[config.mk]
export PLATFORM = sky130hd
export DESIGN_NAME = sysid_ext
export DESIGN_NICKNAME = d
export VERILOG_FILES = /design/src/rtl/sysid_ext_pkg.sv /design/src/rtl/sysid_rd_pipe.sv /design/src/rtl/sysid_ext.sv
export SDC_FILE = /design/constraint.sdc
export NUM_CORES = 1
export LEC_CHECK = 0
export ABC_AREA = 1
export BUFFER_PORTS_ARGS = -buffer_cell sky130_fd_sc_hd__buf_2
export CAP_MARGIN = 15
export CELL_PAD_IN_SITES_DETAIL_PLACEMENT = 2
export CELL_PAD_IN_SITES_GLOBAL_PLACEMENT = 2
export CORE_MARGIN = 1
export CORE_UTILIZATION = 35
export CTS_CLUSTER_DIAMETER = 150
export CTS_CLUSTER_SIZE = 14
export DETAILED_ROUTE_END_ITERATION = 8
export GPL_TIMING_DRIVEN = 0
export HOLD_SLACK_MARGIN = 0.02
export PLACE_DENSITY = 0.79
export SLEW_MARGIN = 15
export SYNTH_ARGS = -nofsm -noshare
export SYNTH_HDL_FRONTEND = slang
export SYNTH_HIERARCHICAL = 1
export SYNTH_SLANG_ARGS = --single-unit
[constraint.sdc]
create_clock -name clk -period 2.1 [get_ports clk]
set_input_delay 0.42 -clock clk [delete_from_list [all_inputs] [get_ports clk]]
set_output_delay 0.42 -clock clk [all_outputs]
set_load 0.005 [all_outputs]
[src/rtl/sysid_ext_pkg.sv]
// Shared constants and helpers for the sysid_ext system-identification slave.
package sysid_ext_pkg;

  localparam logic [31:0] ADDR_ID        = 32'd0;
  localparam logic [31:0] ADDR_TIMESTAMP = 32'd1;
  localparam logic [31:0] ADDR_CAP       = 32'd2;
  localparam logic [31:0] ADDR_SCRATCH   = 32'd3;
  localparam logic [31:0] ADDR_UPTIME_LO = 32'd4;
  localparam logic [31:0] ADDR_HI_SHADOW = 32'd5;
  localparam logic [31:0] ADDR_CTRL      = 32'd6;
  localparam logic [31:0] ADDR_USER0     = 32'd7;

  localparam logic [15:0] CAP_VERSION = 16'h0002;

  localparam int CLR_UPTIME = 0;
  localparam int CLR_ERR    = 1;

  // Capability word: version in the top half, latency and user-word count below.
  function automatic logic [31:0] build_cap(input int read_latency, input int num_user_words);
    return {CAP_VERSION, 8'(read_latency), 8'(num_user_words)};
  endfunction

endpackage

[src/rtl/sysid_rd_pipe.sv]
// Fixed-depth valid/data delay line for the read return path; data is zero when not valid.
module sysid_rd_pipe #(
  parameter int DEPTH = 1,
  parameter int W     = 32
) (
  input  logic         clk,
  input  logic         reset_n,
  input  logic         in_valid,
  input  logic [W-1:0] in_data,
  output logic         out_valid,
  output logic [W-1:0] out_data
);

  logic [DEPTH-1:0] valid_q;
  logic [W-1:0]     data_q [DEPTH];

  // Stage 0 captures the selected word on the accept edge; later stages just shift.
  always_ff @(posedge clk or negedge reset_n) begin
    if (!reset_n) begin
      valid_q <= '0;
      for (int i = 0; i < DEPTH; i++) data_q[i] <= '0;
    end else begin
      valid_q[0] <= in_valid;
      data_q[0]  <= in_valid ? in_data : '0;
      for (int i = 1; i < DEPTH; i++) begin
        valid_q[i] <= valid_q[i-1];
        data_q[i]  <= data_q[i-1];
      end
    end
  end

  assign out_valid = valid_q[DEPTH-1];
  assign out_data  = data_q[DEPTH-1];

endmodule

[src/rtl/sysid_ext.sv]
// System-identification Avalon-MM slave: ID, timestamp, capabilities, scratch,
// 64-bit uptime with coherent high-word capture, and build-info user words.
module sysid_ext
  import sysid_ext_pkg::*;
#(
  parameter int          DATA_W         = 32,
  parameter int          ADDR_W         = 4,
  parameter logic [31:0] ID_VALUE       = 32'h76C8C13A,
  parameter logic [31:0] TIMESTAMP      = 32'h5CA35539,
  parameter int          NUM_USER_WORDS = 2,
  parameter logic [(NUM_USER_WORDS > 0 ? NUM_USER_WORDS : 1)*32-1:0] USER_WORDS = '0,
  parameter int          READ_LATENCY   = 1
) (
  input  logic              clk,
  input  logic              reset_n,
  input  logic [ADDR_W-1:0] address,
  input  logic              read,
  input  logic              write,
  input  logic [DATA_W-1:0] writedata,
  output logic [DATA_W-1:0] readdata,
  output logic              readdatavalid
);

  if (DATA_W != 32) begin : g_bad_data_w
    $error("sysid_ext: DATA_W must be 32");
  end
  if (NUM_USER_WORDS < 0 || NUM_USER_WORDS > (2**ADDR_W - 7)) begin : g_bad_num_user
    $error("sysid_ext: NUM_USER_WORDS out of range");
  end
  if (READ_LATENCY < 1 || READ_LATENCY > 3) begin : g_bad_latency
    $error("sysid_ext: READ_LATENCY must be 1..3");
  end

  logic [63:0]       uptime;
  logic [DATA_W-1:0] scratch;
  logic [DATA_W-1:0] hi_shadow;
  logic              bad_access;

  logic [31:0]       addr_ext;
  logic [DATA_W-1:0] rd_word;
  logic              is_mapped;
  logic              wr_ctrl;
  logic              clr_uptime;
  logic              clr_err;
  logic              set_err;

  assign addr_ext   = 32'(address);
  assign wr_ctrl    = write && (addr_ext == ADDR_CTRL);
  assign clr_uptime = wr_ctrl && writedata[CLR_UPTIME];
  assign clr_err    = wr_ctrl && writedata[CLR_ERR];
  assign set_err    = (read || write) && !is_mapped;

  // Decode the shared address into the read word (pre-write state) and a mapped flag.
  always_comb begin
    rd_word   = '0;
    is_mapped = 1'b1;
    case (addr_ext)
      ADDR_ID:        rd_word = ID_VALUE;
      ADDR_TIMESTAMP: rd_word = TIMESTAMP;
      ADDR_CAP:       rd_word = build_cap(READ_LATENCY, NUM_USER_WORDS);
      ADDR_SCRATCH:   rd_word = scratch;
      ADDR_UPTIME_LO: rd_word = uptime[31:0];
      ADDR_HI_SHADOW: rd_word = hi_shadow;
      ADDR_CTRL:      rd_word = {30'h0, 1'b0, bad_access};
      default: begin
        is_mapped = 1'b0;
        for (int k = 0; k < NUM_USER_WORDS; k++) begin
          if (addr_ext == ADDR_USER0 + 32'(k)) begin
            rd_word   = USER_WORDS[k*32 +: 32];
            is_mapped = 1'b1;
          end
        end
      end
    endcase
  end

  // Free-running uptime counter; a clear write zeroes it on the following edge.
  always_ff @(posedge clk or negedge reset_n) begin
    if (!reset_n) uptime <= '0;
    else if (clr_uptime) uptime <= '0;
    else uptime <= uptime + 64'd1;
  end

  // Latch the high word alongside every UPTIME_LO read so the pair is coherent.
  always_ff @(posedge clk or negedge reset_n) begin
    if (!reset_n) hi_shadow <= '0;
    else if (read && (addr_ext == ADDR_UPTIME_LO)) hi_shadow <= uptime[63:32];
  end

  // Software scratch register.
  always_ff @(posedge clk or negedge reset_n) begin
    if (!reset_n) scratch <= '0;
    else if (write && (addr_ext == ADDR_SCRATCH)) scratch <= writedata;
  end

  // Sticky unmapped-access flag; a new set takes priority over a same-cycle clear.
  always_ff @(posedge clk or negedge reset_n) begin
    if (!reset_n) bad_access <= 1'b0;
    else if (set_err) bad_access <= 1'b1;
    else if (clr_err) bad_access <= 1'b0;
  end

  sysid_rd_pipe #(
    .DEPTH (READ_LATENCY),
    .W     (DATA_W)
  ) u_rd_pipe (
    .clk       (clk),
    .reset_n   (reset_n),
    .in_valid  (read),
    .in_data   (rd_word),
    .out_valid (readdatavalid),
    .out_data  (readdata)
  );

endmodule

**Word-level counts from Yosys, hierarchy flattened**

Index checks and enable logic that the tools add are counted.

- Add/sub/neg operators: 1
- Equality and inequality tests: 8
- Muxes and demuxes: 8
- Reduce and logical (&&, ||, !) cells: 11

Operators with widths:

| kind | number |
|---|---|
| one-hot mux 32 bit (7 select lines) | 1 |
| adder 64 x 1 -> 64 bit (second input constant) | 1 |
| two-way mux 64 bit | 1 |
| zero test 32 bit | 1 |
| two-way mux 32 bit | 1 |
| equality test 4 x 3 -> 1 bit (second input constant) | 4 |
| equality test 4 x 2 -> 1 bit (second input constant) | 2 |
| OR reduction 7 bit | 1 |
| logical AND 1 bit | 6 |
| two-way mux 1 bit | 5 |
| equality test 4 x 1 -> 1 bit (second input constant) | 1 |
| equality test 4 bit (second input constant) | 1 |
| nonzero test 2 bit | 1 |
| zero test 1 bit | 1 |
| logical OR 1 bit | 1 |

- Bits in registers: 162
- Input port bits: 40
- Output and inout port bits: 33
- Logic and storage cells: 34

**Logic depth before layout (Yosys ltp)**

Gate-level depths: netlist of run 1.

- Word-level depth: 7
- Mapped depth: 10

**Hierarchy**

Netlist of run 1, hierarchy kept.

Modules (own cells, without submodules):

| module | instances | cells each | area an instance (µm²) | sequential area each (µm²) |
|---|---|---|---|---|
| sysid_ext | 1 | 950 | 7093.1 | 3228.1 |
| sysid_rd_pipe | 1 | 100 | 1099.8 | 825.8 |

**Least setup slack after synthesis of run 1**

OpenSTA, ideal clock, no wires.

- Kind: reg-to-reg
- Start point: register uptime[0]
- End point: register uptime[58]
- Setup time: 0.121 ns
- Data arrival time: 1.394 ns
- Data required time: 1.979 ns
- Path slack: 0.585 ns
- Stages on the path, launching flop included: 11
- Buffers on the path: 0
- Period minus slack after synthesis: 1.515 ns
- Path through: dfrtp_1 ha_1 nand2_1 nor2_2 nand2_2 nor2_4 nand2_1 nor2_1 nand2_1 nand2_1 nor2_1

- Word-level cells in the longest chain between the ends: 2

RTL lines:

| what | line | text |
|---|---|---|
| start: declaration | sysid_ext.sv:34 | `logic [63:0] uptime;` |
| start signal: assignment | sysid_ext.sv:81 | `else uptime <= uptime + 64'd1;` |
| adder 64 x 1 -> 64 bit | sysid_ext.sv:81 |  |
| two-way mux 64 bit | sysid_ext.sv:80 | `else if (clr_uptime) uptime <= '0;` |

No other way between the ends.
A chain may end at the register's enable or synchronous reset.

**Worst setup path in the final report of run 1**

- Start point: register uptime[1]
- End point: register uptime[46]

The elaborated chain is that of the path after synthesis.

==> metrics.md, run 1 <==
| Metric | Value |
|---|---|
| # setup viols final | 0 |
| Asr flop ratio synth | 100% |
| CP Max Fanout | 5 |
| Slowest stage cell, crit path | dfrtp_1 |
| Total power | 8.33 mW |
| Synthesized flop and latch total | 162 |
| Chip height | 155 microns |
| Critical path class | reg2reg |
| Clock skew | 0.0125 ns |
| Status | finished, final reports clean |
| WL/cell | 21.6 microns |
| Area leader, netlist | dfrtp_1 |
| CTS sink cnt | 162 |
| Estimated wirelength of the detail-placed design | 24700 microns |
| Avg Cell Area, Syn | 7.80 sq um |
| Fin crit period | 1.99 ns |
| Num CTS Buffers | 17 |
| Share of cells above drive strength 1 | 15.9% |
| Clk pin slew, worst setup/hold paths | 0.08 ns |
| Yosys Warn Count | 6 |
| Buf/Inv on CP | 0 |
| Iter 0 DRT Violations | 335 |
| Root Buffer | clkbuf_16 |
| Die extent in x | 155 microns |
| Initial Util | 36.0% |
| WP data arrival | 2.36 ns |
| Clock Path Buffers | 2 |
| Power share of the clock group | 37.6% |
| EDFF count, synth | 0 |
| RSZ-0062 raised after global routing | false |
| # DRC | 0 |
| Syn_nets | 1091 |
| Clock Latency Late Sink | 0.45 ns |
| DP Cell Count | 1436 |
| Critical path destination | uptime[46] |
| Io pins | 73 |
| Die area | 24000 sq um |
| CP required | 2.47 ns |
| Worst setup EP type | flip-flop |
| Sequential area share after synthesis | 49.5% |
| Pre-CTS WS | -0.0534 ns |
| Slowest cell delay on critical path | 0.43 ns |
| Crit path depth | 9 |
| Slew headroom | 45.7% |
| Setup ws final | 0.109 ns |
| Cell Chain, Critical Path | ha_2, nand3_1, nor2_1, nand3_1, nor2_2, nand2_1, nand2_1, nand2_1, nor2_1 |
| # rows | 55 |
| HP Class | in2reg |
| GRT Total Usage | 27.8% |
| Fill cell count | 2645 |
| First-pass GRT wire length | 48900 microns |
| DRT Pass-1 Iters | 5 |
| Length in cells of the worst reg-to-reg path | 9 |
| Syn Inst Count | 1050 |
| Number of global-route vias before repair | 8229 |
| Min-delay src | writedata[12] |
| Vias per cell | 5.07 |
| Worst r2r src | uptime[1] |
| DP Area | 8980 sq um |
| Leak | 4.63 nW |
| Max VDD drop | 0.000325 V |
| Crit path max-delay family | simple AND/OR/NAND/NOR gates |
| Most frequent cells in the layout | 356 x nand2_1, 183 x nor2_1, 161 x dfrtp_1, 97 x inv_1, 83 x buf_2 |
| Sw Share | 32.2% |
| Max-Cap Viols | 0 |
| # diodes | 0 |
| P_sw | 2.68 mW |
| Cell area after layout | 9600 sq um |
| CP most frequent cell | nand2_1 |
| Post-synth top area share | 49.5% |
| Final cycle utilization of the critical path | 94.8% |
| Gpl congestion | 0.915 |
| Area Growth Syn to Fin | 17.2% |
| H-tree Lvls | 4 |
| Final ANT Viol Nets | 0 |
| Max frequency | 502 MHz |
| Nature of the critical path startpoint | flip-flop |
| CP startpoint | uptime[1] |
| Worst reg2reg path endpoint | uptime[46] |
| Flop pwr share | 47.9% |
| Power per Cell Area | 868 nW/um^2 |
| Layout Cells excl Fill | 1469 |
| Slew Viols, Final | 0 |
| IO buf count | 72 |
| Unique masters post-synth | 28 |
| Fin Setup TNS | 0 ns |
| Commonest non-fill, non-tap cell in the layout | nand2_1 |
| Worst reg2reg setup slack | 0.11 ns |
| Main area contributors after synthesis | dfrtp_1 49%, nand2_1 16%, nor2_1 8.5%, mux2_4 5.1%, inv_1 4.4% |
| Core ar. | 22800 sq um |
| CTS tree | done |
| Initial antenna violation count | 0 |
| Cell-internal power | 5.65 mW |
| Post-CTS Setup Inserts | 0 |
| Nets | 1184 |
| Vias | 7447 |
| Final hold vios | 0 |
| Gate power share | 14.5% |
| Final wirelength | 31700 microns |
| Leading register cell type out of synthesis | dfrtp_1 |
| Measured slew at the worst slew-check pin | 0.815 ns |
| Largest net degree at the start of global routing | 88 |
| Synth Cell Area | 8190 sq um |
| GRT overflow | 0 |
## cell families (layout without fill, tap and decap cells)
group / count (synthesis) / count (layout) / synth area share [%]
AO/OA/AOI/OAI: 109 / 109 / 7.30
XOR/XNOR: 11 / 11 / 1.18
adder cells (fa/ha/maj): 1 / 1 / 0.153
buffers and inverters: 129 / 235 / 6.70
flip-flops: 162 / 162 / 49.5
multiplexers: 32 / 32 / 5.68
AND/OR/NAND/NOR: 606 / 606 / 29.5
## cell type report
class	instances	area (sq um)	share of cell area [%]
plain buffers	27	165	1.72
clock buffers	17	425	4.43
clock inverters	15	164	1.71
inverters	102	384	4.00
multi-input cells	759	3600	37.6
flip-flops and latches	162	4060	42.3
well taps	313	392	4.08
repair buffers	74	408	4.25
## worst min-delay path by stage
stage	end	slack (ns)	cells after the start
6_report	scratch[12]	0.20	2
4_1_cts	scratch[12]	0.20	2
3_3_place_gp	hi_shadow[24]	0.47	2
2_1_floorplan	bad_access	0.12	0
5_1_grt	scratch[12]	0.20	2
3_5_place_dp	u_rd_pipe/out_data[2]	0.44	1
## per-layer routing
metal / share of wire, % / vias up / track usage (%)
met3: 3.3 / 51 / 4.07
li1: - / 3480 / -
met2: 49 / 155 / 47.7
met5: 0 / - / 0
met1: 45 / 3761 / 36.0
met4: 2.7 / 0 / 8.82
## repair_timing
item                       CTS  global route
hold endpoints to repair    75             0
setup endpoints to repair    2            14
hold buffers                 1             0
resized for setup            2             4
## power by group through the flow
| stage | combinational [mW] | clock [mW] | sequential (mW) |
|---|---|---|---|
| after floorplan | 0.775 | 0 | 3.86 |
| after global placement | 1.10 | 0 | 4.01 |
| after detailed placement | 1.18 | 0 | 4.03 |
| after CTS | 1.21 | 3.21 | 3.98 |
| after global routing | 1.36 | 3.29 | 4.04 |
| final | 1.21 | 3.13 | 3.99 |
## cells in the mapped netlist, types with 4 or more instances
master / n
nand2_2: 8
o21ai_0: 57
buf_6: 6
dfrtp_1: 162
nand2_1: 356
a21oi_1: 20
o21ai_1: 16
nor2_2: 5
buf_2: 12
nor3_1: 9
nor2_1: 186
inv_2: 4
o211ai_1: 5
o2111ai_1: 10
nand3_1: 25
mux2_4: 28
mux2_2: 4
nand4_1: 11
inv_1: 97
xor2_1: 11
nor2_4: 4
clkbuf_1: 8
## per-stage QoR
step                util [%]  hold slack [ns]
floorplan                  -            0.124
global placement        39.3            0.466
detailed placement      39.4            0.442
CTS                     42.1            0.195
global route            42.1            0.199
finish                  42.1            0.201
## sequential cells by signal (all words and copies together) (netlist names)
register / flops
hi_shadow: 32
u_rd_pipe/out_data: 32
bad_access: 1
scratch: 32
uptime: 64
u_rd_pipe/out_valid: 1
## worst reg2reg max path, delay by kind of cell (launching register included)
family / cells / cell delay (ns)
adder cells (fa/ha/maj): 1 / 0.27
flip-flops: 1 / 0.43
AND/OR/NAND/NOR: 8 / 1.22
(Power assumes the default switching activity.)
==> run 2, diff against run 1 <==
--- a/config.mk
+++ b/config.mk
@@ -6,7 +6,6 @@
 export NUM_CORES = 1
 export LEC_CHECK = 0
 export ABC_AREA = 1
-export BUFFER_PORTS_ARGS = -buffer_cell sky130_fd_sc_hd__buf_2
 export CAP_MARGIN = 15
 export CELL_PAD_IN_SITES_DETAIL_PLACEMENT = 2
 export CELL_PAD_IN_SITES_GLOBAL_PLACEMENT = 2
@@ -15,9 +14,10 @@
 export CTS_CLUSTER_DIAMETER = 150
 export CTS_CLUSTER_SIZE = 14
 export DETAILED_ROUTE_END_ITERATION = 8
+export DONT_BUFFER_PORTS = 1
 export GPL_TIMING_DRIVEN = 0
 export HOLD_SLACK_MARGIN = 0.02
-export PLACE_DENSITY = 0.79
+export PLACE_DENSITY = 0.75
 export SLEW_MARGIN = 15
 export SYNTH_ARGS = -nofsm -noshare
 export SYNTH_HDL_FRONTEND = slang
==> run 2 against run 1 <==
  * The run now ends with negative hold slack left
  * Hold slack got worse by 0.53 ns
  * Utilization fell by 1.8 points
  * Non-clock buffer count shrank 73
  * Die area stayed put
  * Count of clock-buffer cells in the layout unchanged
  * Sequential share of layout area is 1.9 points higher
  * Critical endpoint is now uptime[38]
==> metrics.md, run 2 (synthesis gave the netlist of run 1 again) <==
| Metric | Value |
|---|---|
| Commonest non-fill, non-tap cell in the layout | nand2_1 |
| Post-CTS Setup Inserts | 0 (unchanged) |
| Status | finished with violations |
| Share of cells above drive strength 1 | 10.2% (-5.8 points) |
| Num CTS Buffers | 17 (unchanged) |
| CP Max Fanout | 6 (+1) |
| Most frequent cells in the layout | 356 x nand2_1, 184 x nor2_1, 161 x dfrtp_1, 97 x inv_1, 57 x o21ai_0 |
| Power per Cell Area | 887 nW/um^2 (+2.3%) |
| Vias per cell | 5.07 (about the same) |
| Pre-CTS WS | -0.0405 ns (+0.0129 ns) |
| Failing checks | negative hold slack |
| DP Area | 8580 sq um (-4.4%) |
| Initial Util | 36.0% (unchanged) |
| RSZ-0062 raised after global routing | false |
| Slew Viols, Final | 0 (unchanged) |
| Cell area after layout | 9190 sq um (-4.2%) |
| HP Class | in2async |
| GRT Total Usage | 26.7% (-1.1 points) |
| Die extent in x | 155 microns (unchanged) |
| DRT Pass-1 Iters | 4 (-1) |
| Final cycle utilization of the critical path | 93.7% (-1.1 points) |
| Clock Latency Late Sink | 0.44 ns (about the same) |
| GRT overflow | 0 (unchanged) |
| Fin crit period | 1.97 ns (-0.0221 ns) |
| # setup viols final | 0 (unchanged) |
| Final ANT Viol Nets | 0 (unchanged) |
| Nets | 1111 (-6.2%) |
| Slew headroom | 43.4% (-2.3 points) |
| Chip height | 155 microns (unchanged) |
| Worst setup EP type | flip-flop |
| # DRC | 0 (unchanged) |
| Slowest cell delay on critical path | 0.43 ns (about the same) |
| Leak | 4.28 nW (-7.5%) |
| Io pins | 73 (unchanged) |
| Clock Path Buffers | 2 (unchanged) |
| CP required | 2.47 ns (about the same) |
| Measured slew at the worst slew-check pin | 0.850 ns (+0.0348 ns) |
| WL/cell | 21.8 microns (+0.94%) |
| Clock skew | 0.0145 ns (+0.00199 ns) |
| Vias | 7072 (-5.0%) |
| Final hold vios | 162 (+162) |
| H-tree Lvls | 4 (unchanged) |
| Length in cells of the worst reg-to-reg path | 9 (unchanged) |
| Area Growth Syn to Fin | 12.2% |
| Largest register by flop count | uptime |
| Die area | 24000 sq um (unchanged) |
| Max VDD drop | 0.000383 V (+18%) |
| Flip-flop count of the largest register after layout | 64 (unchanged) |
| CTS tree | done |
| Slowest stage cell, crit path | dfrtp_2 |
| Fin Hold WS | -0.332 ns (-0.533 ns) |
| CTS Hold Bufs | 1 (unchanged) |
| Number of global-route vias before repair | 7988 (-2.9%) |
| # rows | 55 (unchanged) |
| Worst r2r src | uptime[0] |
| Estimated wirelength of the detail-placed design | 23700 microns (-4.2%) |
| Critical path class | reg2reg |
| CP most frequent cell | nand2_1 |
| Nature of the critical path startpoint | flip-flop |
| CTS sink cnt | 162 (unchanged) |
| IO buf count | 0 (-100%) |
| Fill cell count | 2644 (-0.038%) |
| Clk pin slew, worst setup/hold paths | 0.08 ns (about the same) |
| Iter 0 DRT Violations | 336 (+0.30%) |
| Setup ws final | 0.131 ns (+0.0221 ns) |
| Core ar. | 22800 sq um (unchanged) |
| Initial antenna violation count | 2 (+2) |
| # diodes | 0 (unchanged) |
| Cell Chain, Critical Path | ha_2, nand2_1, nor2_2, nand2_1, nor2_2, nand4_1, nand2_1, nand2_1, nor2_1 |
| Largest net degree at the start of global routing | 163 (+85%) |
| Max frequency | 508 MHz (+1.1%) |
| WP data arrival | 2.34 ns (-0.02 ns) |
| Gpl congestion | 0.887 (-3.0%) |
| Worst reg2reg path endpoint | uptime[38] |
| First-pass GRT wire length | 46900 microns (-4.2%) |
| Root Buffer | clkbuf_16 |
| Max-Cap Viols | 0 (unchanged) |
| Final wirelength | 30400 microns (-4.1%) |
| Worst reg2reg setup slack | 0.13 ns (+0.02 ns) |
-- run 2: area by class of cell --
class | count | area [sq um] | area share [%]
Sequential cell | 162 | 4060 | 44.1
Multi-Input combinational cell | 759 | 3600 | 39.1
Clock buffer | 17 | 425 | 4.63
Tap cell | 313 | 392 | 4.26
Inverter | 102 | 384 | 4.18
Buffer | 27 | 165 | 1.80
Clock inverter | 15 | 161 | 1.76
Timing Repair Buffer | 1 | 10.0 | 0.109
-- run 2: worst max-delay path by stage --
stage | start | end | slack, ns
floorplan | uptime[0] | uptime[58] | 0.58
global placement | uptime[0] | uptime[38] | 0.02
detailed placement | uptime[0] | uptime[38] | -0.04
CTS | uptime[0] | uptime[38] | 0.04
global route | uptime[0] | uptime[44] | 0.004
finish | uptime[0] | uptime[38] | 0.13
-- run 2: through the flow --
stage	cells	util, %	TNS [ns]	total power, mW
finish	1396	40.3	0	8.15
global route	1396	40.3	0	8.53
CTS	1396	40.3	0	8.24
detailed placement	1363	37.7	-0.0405	5.07
global placement	1363	37.7	0	4.99
floorplan	1050	-	0	4.64
-- run 2: where the power goes --
group          switching (mW)  total, mW  internal [mW]
Sequential              0.440       4.00           3.56
Combinational           0.580       1.02          0.444
Clock                    1.53       3.13           1.59
Total                    2.55       8.15           5.60
-- run 2: metal layers --
metal	track usage (%)	wire, microns	part of all wire, %
met2	45.8	14700	48
met3	3.93	1410	4.6
met1	34.6	13500	45
met4	8.63	719	2.4
met5	0	13	0.043
-- run 2: critical path, delay by kind of cell, from the launching register on --
family        cells  cell delay [ns]
flops             1             0.43
fa+ha+maj         1             0.26
simple gates      8             1.20
-- run 2: repair_timing --
action / in CTS / in global routing
pin swaps: 1 / 1
endpoints found under the setup margin: 3 / 7
hold endpoints to repair: 163 / 162
resized for setup: 2 / 2
==> run 3, diff against run 2 <==
--- a/config.mk
+++ b/config.mk
@@ -10,14 +10,14 @@
 export CELL_PAD_IN_SITES_DETAIL_PLACEMENT = 2
 export CELL_PAD_IN_SITES_GLOBAL_PLACEMENT = 2
 export CORE_MARGIN = 1
-export CORE_UTILIZATION = 35
+export CORE_UTILIZATION = 38
 export CTS_CLUSTER_DIAMETER = 150
 export CTS_CLUSTER_SIZE = 14
 export DETAILED_ROUTE_END_ITERATION = 8
 export DONT_BUFFER_PORTS = 1
 export GPL_TIMING_DRIVEN = 0
 export HOLD_SLACK_MARGIN = 0.02
-export PLACE_DENSITY = 0.75
+export PLACE_DENSITY = 0.81
 export SLEW_MARGIN = 15
 export SYNTH_ARGS = -nofsm -noshare
 export SYNTH_HDL_FRONTEND = slang
==> run 3 against run 2 <==
  * Sequential power is essentially flat
  * Clock power up 1%
  * Count of clock-buffer cells in the layout did not move
  * Cell count decreased by 2.7%
  * Combinational power rose by 4%
  * First-iteration DRC count rose by 17%
  * Hold slack worse by 0.015 ns
  * Via count grew 1.9%
  * Sequential share of layout area is 0.15 points higher
  * Largest cell class unchanged
  * Global-route usage grew 3.3 points
  * The run still ends with negative hold slack left
==> metrics.md, run 3 (synthesis gave the netlist of run 1 again) <==
| Metric | Value |
|---|---|
| Status | finished with violations |
| Failing checks | negative hold slack |
| Fin Setup TNS | 0 ns (unchanged) |
| Nature of the critical path startpoint | flip-flop |
| Area Growth Syn to Fin | 11.8% |
| HP Class | in2async |
| Gpl congestion | 0.925 (+4.2%) |
| Max-Cap Viols | 0 (unchanged) |
| Fin crit period | 1.99 ns (+0.0204 ns) |
| Most frequent cells in the layout | 356 x nand2_1, 181 x nor2_1, 160 x dfrtp_1, 97 x inv_1, 57 x o21ai_0 |
| CTS sink cnt | 162 (unchanged) |
| Layout Cells excl Fill | 1358 (-2.7%) |
| First-pass GRT wire length | 48400 microns (+3.3%) |
| Final hold vios | 162 (unchanged) |
| GRT Max-Usage Layer | met2 |
| Cell area after layout | 9160 sq um (-0.31%) |
| Largest net degree at the start of global routing | 163 (unchanged) |
| M3 GR Usage | 5.17% (+1.2 points) |
| Iter 0 DRT Violations | 393 (+17%) |
| Max frequency | 503 MHz (-1.0%) |
| DRT Pass-1 Iters | 4 (unchanged) |
| Initial Util | 38.9% (+2.9 points) |
| WL/cell | 23.2 microns (+6.8%) |
| DP Area | 8540 sq um (-0.55%) |
| # DRC | 0 (unchanged) |
| Clock Latency Late Sink | 0.46 ns (+0.02 ns) |
| Clock Path Buffers | 2 (unchanged) |
| Total power | 8.25 mW (+1.2%) |
| Final ANT Viol Nets | 0 (unchanged) |
| Slew Viols, Final | 0 (unchanged) |
| # rows | 53 (-3.6%) |
| H-tree Lvls | 4 (unchanged) |
| Slowest cell delay on critical path | 0.45 ns (+0.02 ns) |
| Multi-input gate area | 3610 sq um (+0.35%) |
| CP required | 2.43 ns (-0.04 ns) |
| GRT Total Usage | 30.0% (+3.3 points) |
| CP Max Fanout | 4 (-2) |
| # setup viols final | 0 (unchanged) |
| Flip-flop count of the largest register after layout | 64 (unchanged) |
| Num CTS Buffers | 17 (unchanged) |
| Share of cells above drive strength 1 | 10.6% (+0.46 points) |
| Fill cell count | 2438 (-7.8%) |
| Slew headroom | 45.6% (+2.3 points) |
| Core ar. | 21100 sq um (-7.4%) |
| Die area | 22200 sq um (-7.8%) |
| Final cycle utilization of the critical path | 94.7% (+0.97 points) |
| Die extent in x | 149 microns (-4.0%) |
| Worst setup EP type | flip-flop |
| # diodes | 0 (unchanged) |
| Vias per cell | 5.31 (+4.8%) |
| Vias | 7209 (+1.9%) |
| Cell Chain, Critical Path | nand2_1, nor2_2, nand2_1, nor2_2, nand2_1, nor2_1, nand2_1, nand2_1, nor2_1 |
| Nets | 1111 (unchanged) |
| Met1 Use GR | 38.5% (+3.9 points) |
| Slowest stage cell, crit path | dfrtp_1 |
| Initial antenna violation count | 0 (-2) |
| Number of global-route vias before repair | 8019 (+0.39%) |
| Root Buffer | clkbuf_16 |
| Largest register by flop count | uptime |
| Power per Cell Area | 901 nW/um^2 (+1.5%) |
| CTS Hold Bufs | 1 (unchanged) |
| Max VDD drop | 0.000444 V (+16%) |
| Register Area | 4060 sq um (about the same) |
| Commonest non-fill, non-tap cell in the layout | nand2_1 |
| Final wirelength | 31600 microns (+3.9%) |
| Clock skew | 0.0154 ns (+0.000937 ns) |
| WP data arrival | 2.32 ns (-0.02 ns) |
| Chip height | 149 microns (-4.0%) |
| CP most frequent cell | nand2_1 |
| Clk pin slew, worst setup/hold paths | 0.08 ns (about the same) |
| Met2 GRT Util | 52.4% (+6.7 points) |
| Fin Hold WS | -0.347 ns (-0.0149 ns) |
| DP Cell Count | 1325 (-2.8%) |
| GRT overflow | 0 (unchanged) |
| Io pins | 73 (unchanged) |
| CTS tree | done |
| Leak | 4.28 nW (about the same) |
| Measured slew at the worst slew-check pin | 0.815 ns (-0.0343 ns) |
| RSZ-0062 raised after global routing | false |
| Estimated wirelength of the detail-placed design | 24000 microns (+1.4%) |
| IO buf count | 0 (unchanged) |
| Critical path class | reg2reg |
==> run 3: cell count changes in the layout (fill, tap and decap cells not counted) <==
| cell | change |
|---|---|
| clkinv_8 | +1 |
| dfrtp_1 | -1 |
| dfrtp_2 | +1 |
| inv_8 | -1 |
| nor2_1 | -3 |
| nor2_2 | +3 |
| nor3_1 | -1 |
| nor3_2 | +1 |
==> run 3: routing by layer <==
| layer | up-vias | wire length [microns] |
|---|---|---|
| met3 | 34 | 1470 |
| met4 | 0 | 497 |
| met5 | - | 0 |
| met2 | 144 | 15900 |
| met1 | 3689 | 13700 |
| li1 | 3342 | - |
==> run 3: area by class of cell <==
cell class / instances / share of cell area [%]
buffer: 27 / 1.80
clock buffer: 17 / 4.64
clock inverter: 15 / 1.82
inverter: 102 / 4.19
multi-input combinational: 759 / 39.4
sequential: 162 / 44.3
tap: 275 / 3.76
timing repair buffer: 1 / 0.109
==> run 3: final timing paths <==
path	from	slack (ns)	to	cells after the start
min in group clk	read	0.07	u_rd_pipe/out_data[29]	2
setup reg to reg	uptime[17]	0.11	uptime[63]	9
hold reg to reg	hi_shadow[30]	0.50	hi_shadow[30]	2
setup / recovery	uptime[17]	0.11	uptime[63]	9
max in group asynchronous	reset_n	2.19	uptime[23]	0
hold / removal	reset_n	-0.35	scratch[2]	0
==> run 3: timing repair <==
| item | CTS | global route |
|---|---|---|
| setup endpoints to repair | 5 | 10 |
| resized for setup | 3 | 6 |
| pin swaps | 0 | 1 |
| setup buffers | 0 | 0 |
| hold endpoints to repair | 163 | 162 |
| cloned | 0 | 0 |
==> run 3: report_power, final <==
group          switching (mW)  internal, mW  total [mW]
registers               0.452          3.56        4.02
logic                   0.619         0.444        1.06
clock network            1.58          1.59        3.17
==> run 3: critical path: cells and delay by family (launching register included) <==
| kind | cells | cell delay (ns) |
|---|---|---|
| simple gates | 9 | 1.43 |
| flops | 1 | 0.45 |
==> run 3: through the flow <==
| step | setup WS [ns] | util, % |
|---|---|---|
| final | 0.111 | 43.4 |
| after global routing | 0.000907 | 43.4 |
| after CTS | 0.0371 | 43.4 |
| after detailed placement | 0.0316 | 40.5 |
| after global placement | 0.0299 | 40.5 |
| after floorplan | 0.585 | - |
